**config.mk**
```make
export PLATFORM = sky130hd
export DESIGN_NAME = uart_rx_fpga_flat
export DESIGN_NICKNAME = d
export VERILOG_FILES = /design/src/rtl/uart_rx_fpga_if.sv /design/src/rtl/uart_rx_fpga.sv /design/src/flat_wrapper.sv
export SDC_FILE = /design/constraint.sdc
export NUM_CORES = 1
export LEC_CHECK = 0
export CAP_MARGIN = 20
export CORE_MARGIN = 10
export CORE_UTILIZATION = 58
export CTS_BUF_LIST = sky130_fd_sc_hd__clkbuf_4 sky130_fd_sc_hd__clkbuf_8
export CTS_CLUSTER_DIAMETER = 100
export DETAILED_ROUTE_END_ITERATION = 12
export GPL_TIMING_DRIVEN = 0
export PLACE_DENSITY_LB_ADDON = 0.1
export SETUP_SLACK_MARGIN = 0.02
export SYNTH_ARGS = -nofsm -noshare
export SYNTH_HDL_FRONTEND = slang
export SYNTH_SLANG_ARGS = --single-unit
```
**constraint.sdc**
```tcl
create_clock -name rxclk -period 1.94 [get_ports rxclk]
set_input_delay 0.291 -clock rxclk [delete_from_list [all_inputs] [get_ports rxclk]]
set_output_delay 0.291 -clock rxclk [all_outputs]
set_load 0.05 [all_outputs]
```
**src/rtl/uart_rx_fpga_if.sv**
```systemverilog
// rtl/uart_rx_fpga_if.sv - serial line and received-packet signals of the FPGA-side UART receiver
interface uart_rx_fpga_if #(
  parameter int WIDTH = 64
);
  logic             rx_in;
  logic             rx_enable;
  logic [WIDTH-1:0] rx_data;
  logic             rx_data_valid;
  logic             rx_busy;
  logic             frame_error;
  logic             parity_error;

  // Line/transmitter side: drives the serial pin and the clock enable
  modport master (
    output rx_in, rx_enable,
    input  rx_data, rx_data_valid, rx_busy, frame_error, parity_error
  );

  // Receiver side
  modport slave (
    input  rx_in, rx_enable,
    output rx_data, rx_data_valid, rx_busy, frame_error, parity_error
  );
endinterface

```
**src/rtl/uart_rx_fpga.sv**
```systemverilog
// rtl/uart_rx_fpga.sv - 2X-oversampled UART receiver for WIDTH-bit packets; UART_RX_PARITY_CHECK_EN enables odd-parity check
module uart_rx_fpga #(
  parameter int WIDTH = 64
) (
  input logic           rxclk,
  input logic           reset_n,
  uart_rx_fpga_if.slave bus
);

  localparam logic [2:0] S_IDLE  = 3'd0;
  localparam logic [2:0] S_START = 3'd1;
  localparam logic [2:0] S_DATA  = 3'd2;
  localparam logic [2:0] S_STOP  = 3'd3;
  localparam logic [2:0] S_BREAK = 3'd4;

  localparam logic [6:0] LAST_BIT = 7'(WIDTH - 1);

  logic             sync1_q, sync1_d;
  logic             rx_s_q, rx_s_d;
  logic [2:0]       state_q, state_d;
  logic [6:0]       bit_cnt_q, bit_cnt_d;
  logic             phase_q, phase_d;
  logic [WIDTH-1:0] shift_q, shift_d;
  logic [WIDTH-1:0] rx_data_q, rx_data_d;
  logic             valid_q, valid_d;
  logic             busy_q, busy_d;
  logic             ferr_q, ferr_d;
  logic             perr_q, perr_d;

  // Next-state logic: synchronizer, frame FSM, bit capture and strobe generation
  always_comb begin
    sync1_d   = bus.rx_in;
    rx_s_d    = sync1_q;
    state_d   = state_q;
    bit_cnt_d = bit_cnt_q;
    phase_d   = phase_q;
    shift_d   = shift_q;
    rx_data_d = rx_data_q;
    busy_d    = busy_q;
    valid_d   = 1'b0;
    ferr_d    = 1'b0;
    perr_d    = 1'b0;
    case (state_q)
      S_IDLE: begin
        if (!rx_s_q) state_d = S_START;
      end
      S_START: begin
        // Second low sample confirms the start bit; a single low sample is a glitch
        if (!rx_s_q) begin
          state_d   = S_DATA;
          busy_d    = 1'b1;
          bit_cnt_d = 7'd0;
          phase_d   = 1'b0;
        end else begin
          state_d = S_IDLE;
        end
      end
      S_DATA: begin
        phase_d = ~phase_q;
        // Phase 1 is the second half of the bit cell, well clear of the edges
        if (phase_q) begin
          for (int i = 0; i < WIDTH; i++) begin
            if (bit_cnt_q == 7'(i)) shift_d[i] = rx_s_q;
          end
          bit_cnt_d = bit_cnt_q + 7'd1;
          if (bit_cnt_q == LAST_BIT) state_d = S_STOP;
        end
      end
      S_STOP: begin
        phase_d = ~phase_q;
        if (phase_q) begin
          busy_d = 1'b0;
          if (rx_s_q) begin
            rx_data_d = shift_q;
            valid_d   = 1'b1;
`ifdef UART_RX_PARITY_CHECK_EN
            // Packets carry odd parity, so an even count of ones is an error
            perr_d    = ~(^shift_q);
`endif
            state_d   = S_IDLE;
          end else begin
            ferr_d  = 1'b1;
            state_d = S_BREAK;
          end
        end
      end
      S_BREAK: begin
        // Line held low after a bad stop bit must return high before a new start counts
        if (rx_s_q) state_d = S_IDLE;
      end
      default: state_d = S_IDLE;
    endcase
  end

  // State registers; rx_enable low freezes everything including the synchronizer
  always_ff @(posedge rxclk or negedge reset_n) begin
    if (!reset_n) begin
      sync1_q   <= 1'b1;
      rx_s_q    <= 1'b1;
      state_q   <= S_IDLE;
      bit_cnt_q <= 7'd0;
      phase_q   <= 1'b0;
      shift_q   <= '0;
      rx_data_q <= '0;
      valid_q   <= 1'b0;
      busy_q    <= 1'b0;
      ferr_q    <= 1'b0;
      perr_q    <= 1'b0;
    end else if (bus.rx_enable) begin
      sync1_q   <= sync1_d;
      rx_s_q    <= rx_s_d;
      state_q   <= state_d;
      bit_cnt_q <= bit_cnt_d;
      phase_q   <= phase_d;
      shift_q   <= shift_d;
      rx_data_q <= rx_data_d;
      valid_q   <= valid_d;
      busy_q    <= busy_d;
      ferr_q    <= ferr_d;
      perr_q    <= perr_d;
    end
  end

  // Strobes are masked while disabled so a frozen strobe is never seen twice downstream
  assign bus.rx_data       = rx_data_q;
  assign bus.rx_busy       = busy_q;
  assign bus.rx_data_valid = valid_q & bus.rx_enable;
  assign bus.frame_error   = ferr_q & bus.rx_enable;
  assign bus.parity_error  = perr_q & bus.rx_enable;

endmodule

```
**src/flat_wrapper.sv**
```systemverilog
// flat-port wrapper written by rule: the top's interface ports become plain ports
module uart_rx_fpga_flat 
#(
  parameter int WIDTH = 64
)
  (rxclk, reset_n, bus_rx_in, bus_rx_enable, bus_rx_data, bus_rx_data_valid, bus_rx_busy, bus_frame_error, bus_parity_error);
  uart_rx_fpga_if #(.WIDTH(WIDTH)) bus_i ();
  input logic rxclk;
  input logic reset_n;
  input wire logic [$bits(bus_i.rx_in)-1:0] bus_rx_in;
  input wire logic [$bits(bus_i.rx_enable)-1:0] bus_rx_enable;
  output wire logic [$bits(bus_i.rx_data)-1:0] bus_rx_data;
  output wire logic [$bits(bus_i.rx_data_valid)-1:0] bus_rx_data_valid;
  output wire logic [$bits(bus_i.rx_busy)-1:0] bus_rx_busy;
  output wire logic [$bits(bus_i.frame_error)-1:0] bus_frame_error;
  output wire logic [$bits(bus_i.parity_error)-1:0] bus_parity_error;
  assign bus_i.rx_in = bus_rx_in;
  assign bus_i.rx_enable = bus_rx_enable;
  assign bus_rx_data = bus_i.rx_data;
  assign bus_rx_data_valid = bus_i.rx_data_valid;
  assign bus_rx_busy = bus_i.rx_busy;
  assign bus_frame_error = bus_i.frame_error;
  assign bus_parity_error = bus_i.parity_error;
  uart_rx_fpga #(.WIDTH(WIDTH)) u_core (.rxclk(rxclk), .reset_n(reset_n), .bus(bus_i));
endmodule
```
Word-level counts from Yosys, hierarchy flattened --
Cells that the tools add are included.
Word-level totals: word-level logic and storage cells 247, bits in registers 144, output and inout bits 68
Operators by class: equal/unequal tests 73, bitwise operators 3, reductions and logical operators 75, $add $sub $neg 1, multiplexer cells 22
Operators with widths (number):
- 4-bit AND reduction | 67
- 7-bit by 6-bit == test with 1-bit output, second input constant | 32
- 7-bit by 5-bit == test with 1-bit output, second input constant | 16
- 7-bit by 4-bit == test with 1-bit output, second input constant | 8
- 7-bit by 3-bit == test with 1-bit output, second input constant | 4
- 3-bit 2-to-1 mux | 6
- 3-bit case mux with 5 select lines | 1
- 7-bit by 2-bit == test with 1-bit output, second input constant | 2
- 7-bit 2-to-1 mux | 2
- 7-bit case mux with 2 select lines | 1
- 1-bit 2-to-1 mux | 9
- 2-bit by 1-bit inequality test with 1-bit output, second input constant | 4
- 7-bit by 1-bit adder with 7-bit output, second input constant | 1
- 7-bit by 1-bit == test with 1-bit output, second input constant | 1
- 7-bit zero test | 1
- 3-bit by 2-bit == test with 1-bit output, second input constant | 2
- 6-bit AND reduction | 1
- 2-bit nonzero test | 3
- 2-bit inequality test, second input constant | 2
- 1-bit case mux with 2 select lines | 2
- 3-bit by 1-bit == test with 1-bit output, second input constant | 1
- 3-bit == test, second input constant | 1
- 3-bit zero test | 1
- 3-bit AND reduction | 1
- other kinds (4) | 5

Depth between registers and ports, before layout --
depth in word-level cells 4, depth in mapped cells 6, depth with buffers taken out 5

Worst setup path after synthesis --
OpenSTA, ideal clock, no wires.
kind register -> register, start point reg u_core.bit_cnt_q[0], end point reg u_core.shift_q[50], slack 257 ps, required time 1815 ps, arrival 1558 ps, clock period less this slack 1683 ps, stages on the path, launching flop included 6, setup time 125 ps, cells stage by stage dfrtp_1 > inv_1 > ha_1 > nor3b_1 > nor3b_1 > mux2_2
Between the ends: word-level cells in the longest chain between the ends 2
RTL lines:
- from (decl) | line uart_rx_fpga.sv:21 | logic [6:0] bit_cnt_q, bit_cnt_d;
- from (signal assigned) | line uart_rx_fpga.sv:113 | bit_cnt_q <= bit_cnt_d;
- 7-bit by 6-bit == test with 1-bit output | line uart_rx_fpga.sv:63 | if (bit_cnt_q == 7'(i)) shift_d[i] = rx_s_q;
- 4-bit AND reduction (no source line)
- to (signal assigned) | line uart_rx_fpga.sv:115 | shift_q <= shift_d;
- to (decl) | line uart_rx_fpga.sv:23 | logic [WIDTH-1:0] shift_q, shift_d;
No other way between the ends. A chain may end at the register's enable or synchronous reset.

Final worst setup path --
start point reg u_core.rx_data_q[48] (netlist: u_core.bus.rx_data[48]), end point out bus_rx_data[48]
RTL lines:
- from (decl) | line uart_rx_fpga.sv:24 | logic [WIDTH-1:0] rx_data_q, rx_data_d;
- from (signal assigned) | line uart_rx_fpga.sv:116 | rx_data_q <= rx_data_d;
- to (decl) | line flat_wrapper.sv:12 | output wire logic [$bits(bus_i.rx_data)-1:0] bus_rx_data;
No word-level cell between the ends.

==> qor.yml <==
pwr:
  switching_power_mw: 2.51
  p_comb_frac: 0.251
  power.density_nw_per_um2: 1040
  p_leak_nw: 4.49
  power.total_mw: 8.27
  pwr-share-seq: 0.413
  p_clk_frac: 0.337
  irDropWorstVdd_v: 0.000658
  intPower_mw: 5.75
  p_sw_frac: 0.304
synthesis:
  synthFlopType: "dfrtp_1"
  yosysTopAreaCell: "dfrtp_1"
  synth_cells: 463
  synthArstFlopShare: 1.00
  seq_area_frac_synth: 0.567
  synth_top_area_share: 0.559
  synth_edf_count: 0
  synthesis.nets: 471
  ys_warn_count: 0
  ys_seq_elements: 144
  synth_area_um2: 6360
  synthDistinctLibCells: 45
  synth.area.top_cells: "dfrtp_1, mux2_2, nand3_1"
  avgSynthCellArea_um2: 13.7
die:
  dieArea_um2: 15500
  std_cell_rows: 38
  die_w_um: 125
  start_util: 0.589
  ios: 72
  die_h_um: 125
  coreArea_um2: 10800
timing:
  relSlewSlack: 0.552
  fin_hold_ws_ns: 0.408
  min_period_over_period: 0.972
  min_period_ns: 1.89
  tightest_slew_ns: 0.671
  grt_setup_unrepaired: "true"
  timing.fmax_ghz: 0.530
  hold_viol: 0
  final.setup_skew_ns: 0.00752
  postLayoutSetupSlackWorst_ns: 0.0539
  setup_viol: 0
  drv_slew: 0
critical_path:
  timing.critical_path.cells: "clkdlybuf4s50_1"
  cp-end-kind: "output port"
  rrSetupSlack_ns: 0.09
  crit_arrival_ns: 1.60
  path_delay_family: "buffers and inverters"
  start_kind: "flip-flop"
  critPathKind: "reg -> out"
  cp_num_buf_inv: 1
  cp-startpoint: "u_core.bus.rx_data[48]"
  slowest_stage: "clkdlybuf4s50_1"
  slowest_delay_ns: 0.80
  crit_required_ns: 1.65
  worst-path-max-fanout: 2
  reg2reg_from: "u_core.bit_cnt_q[0]"
cts:
  tritoncts: "done"
  clk_latency_ns: 0.45
  cts_made_buffers: 17
  htree_levels: 4
  cts_root_buffer: "clkbuf_8"
  path_clk_slew_ns: 0.07
  cts_buffer_depth: 2
  cts_sinks: 144
detailed_routing:
  drtAntennaViolNets: 0
  drc_errors: 0
  first_pass_iters: 6
  post_drt_wl_per_cell_um: 19.5
  vias: 4042
  viasPerCell: 5.65
  drt-initial-drc-count: 244
  wirelength_mm: 13.9
place:
  place_ws_ns: -0.498
  io_buffers: 70
  placed_area_um2: 7260
  dp_hpwl_mm: 9.51
  gp_congestion: 0.820
grt:
  grt-ovfl-total: 0
  grt_pass1_wl_mm: 22.6
  antenna_found_initial: 0
  grt_max_degree: 74
  grtUsageTotal: 0.179
  grt_pass1_vias: 4218
flow_run:
  maxCapViolCount: 0
layout:
  syn_to_final_growth_pct: 25.6
  antenna_cells: 0
  postLayoutCellArea_um2: 7980
  fin_nets: 571
  post-route-util: 0.740
  drive_gt1_frac: 0.393
worst_hold_path:
  min_path_type: "in -> async"
status:
  status: "finished clean"
==> layout by cell type, fill, tap and decap left out, types with 9 or more instances in the layout <==
cell | Yosys | layout
nor3b_1 | 20 | 10
dlygate4sd2_1 | 0 | 26
buf_6 | 14 | 15
dfrtp_1 | 142 | 141
nand3_1 | 51 | 51
mux2_2 | 123 | 123
clkbuf_1 | 14 | 9
dlymetal6s2s_1 | 0 | 34
clkbuf_8 | 0 | 22
buf_4 | 5 | 14
==> power by group through the flow <==
stage | Sequential [mW] | Combinational, mW | Clock [mW]
after CTS | 3.41 | 1.92 | 2.83
final | 3.41 | 2.07 | 2.78
after detailed placement | 3.46 | 1.84 | 0
after global placement | 3.45 | 1.77 | 0
after floorplan | 3.58 | 1.13 | 0
after global routing | 3.44 | 2.23 | 2.95
==> cell families after synthesis <==
family,count (synthesis),share of synthesized area
compound gates,25,0.0285
other cells,1,0.000590
flops,144,0.567
buf+inv,43,0.0461
simple gates,115,0.117
fa+ha+maj,4,0.00787
mux,131,0.232
==> final timing paths <==
path | to | depth (start not counted)
hold / removal | u_core.bus.rx_data[21] | 2
max in group asynchronous | u_core.rx_s_q | 3
hold reg to reg | u_core.valid_q | 1
setup reg to reg | u_core.shift_q[58] | 5
min in group rxclk | u_core.rx_s_d | 2
setup / recovery | bus_rx_data[48] | 1
==> layer usage <==
layer  vias to the layer above  GRT usage  wire length, µm
li1                       1879          -                -
met1                      2035      0.224             6090
met2                       103      0.285             6880
met3                        25     0.0477              729
met4                         0     0.0754              243
met5                         -          0                0
==> registers in the layout, summed over array words and instances, names as in the netlist <==
register and cells:
u_core.bit_cnt_q 7, u_core.bus.rx_busy 1, u_core.bus.rx_data 64, u_core.ferr_q 1, u_core.phase_q 1, u_core.rx_s_d 1
u_core.rx_s_q 1, u_core.shift_q 64, u_core.state_q 3, u_core.valid_q 1
==> synth_stat cells (2+ instances only) <==
cell type and instances:
dfrtp_1 142, mux2_2 123, nand3_1 51, nor3b_1 20, buf_6 14, clkbuf_1 14, and3b_1 8, nand2_1 7
mux2_1 6, o21ai_0 6, and3_1 5, buf_4 5, a31oi_1 4, a41oi_1 4, and2_1 4, ha_1 4
inv_1 4, and4bb_2 3, buf_2 3, clkbuf_2 3, nand2b_1 3, o2bb2ai_1 3, a32o_1 2, dfstp_2 2
nand3b_1 2, nor2b_1 2
==> metrics by stage <==
| step | std cells | setup TNS [ns] |
|---|---|---|
| final | 715 | 0 |
| after global routing | 715 | -0.0896 |
| after CTS | 707 | 0 |
| after detailed placement | 674 | -27.83 |
| after global placement | 673 | -727.03 |
| after floorplan | 463 | 0 |
==> layout make-up <==
cell class	instances	area (µm²)
timing repair buffer	81	862
multi-input combinational	276	2560
clock inverter	9	178
fill	701	2810
inverter	4	15.0
buffer	39	287
tap	140	175
sequential	144	3610
clock buffer	22	303
==> what timing repair did <==
action                                  CTS  global route
pin swaps                                 0             0
hold buffers                              1             0
hold endpoints to repair                 72             0
gates resized for setup                  45            53
gates cloned                              0             0
buffers inserted                          1             8
endpoints found under the setup margin   94            95
Note: power is estimated with default switching activity, not from simulation.
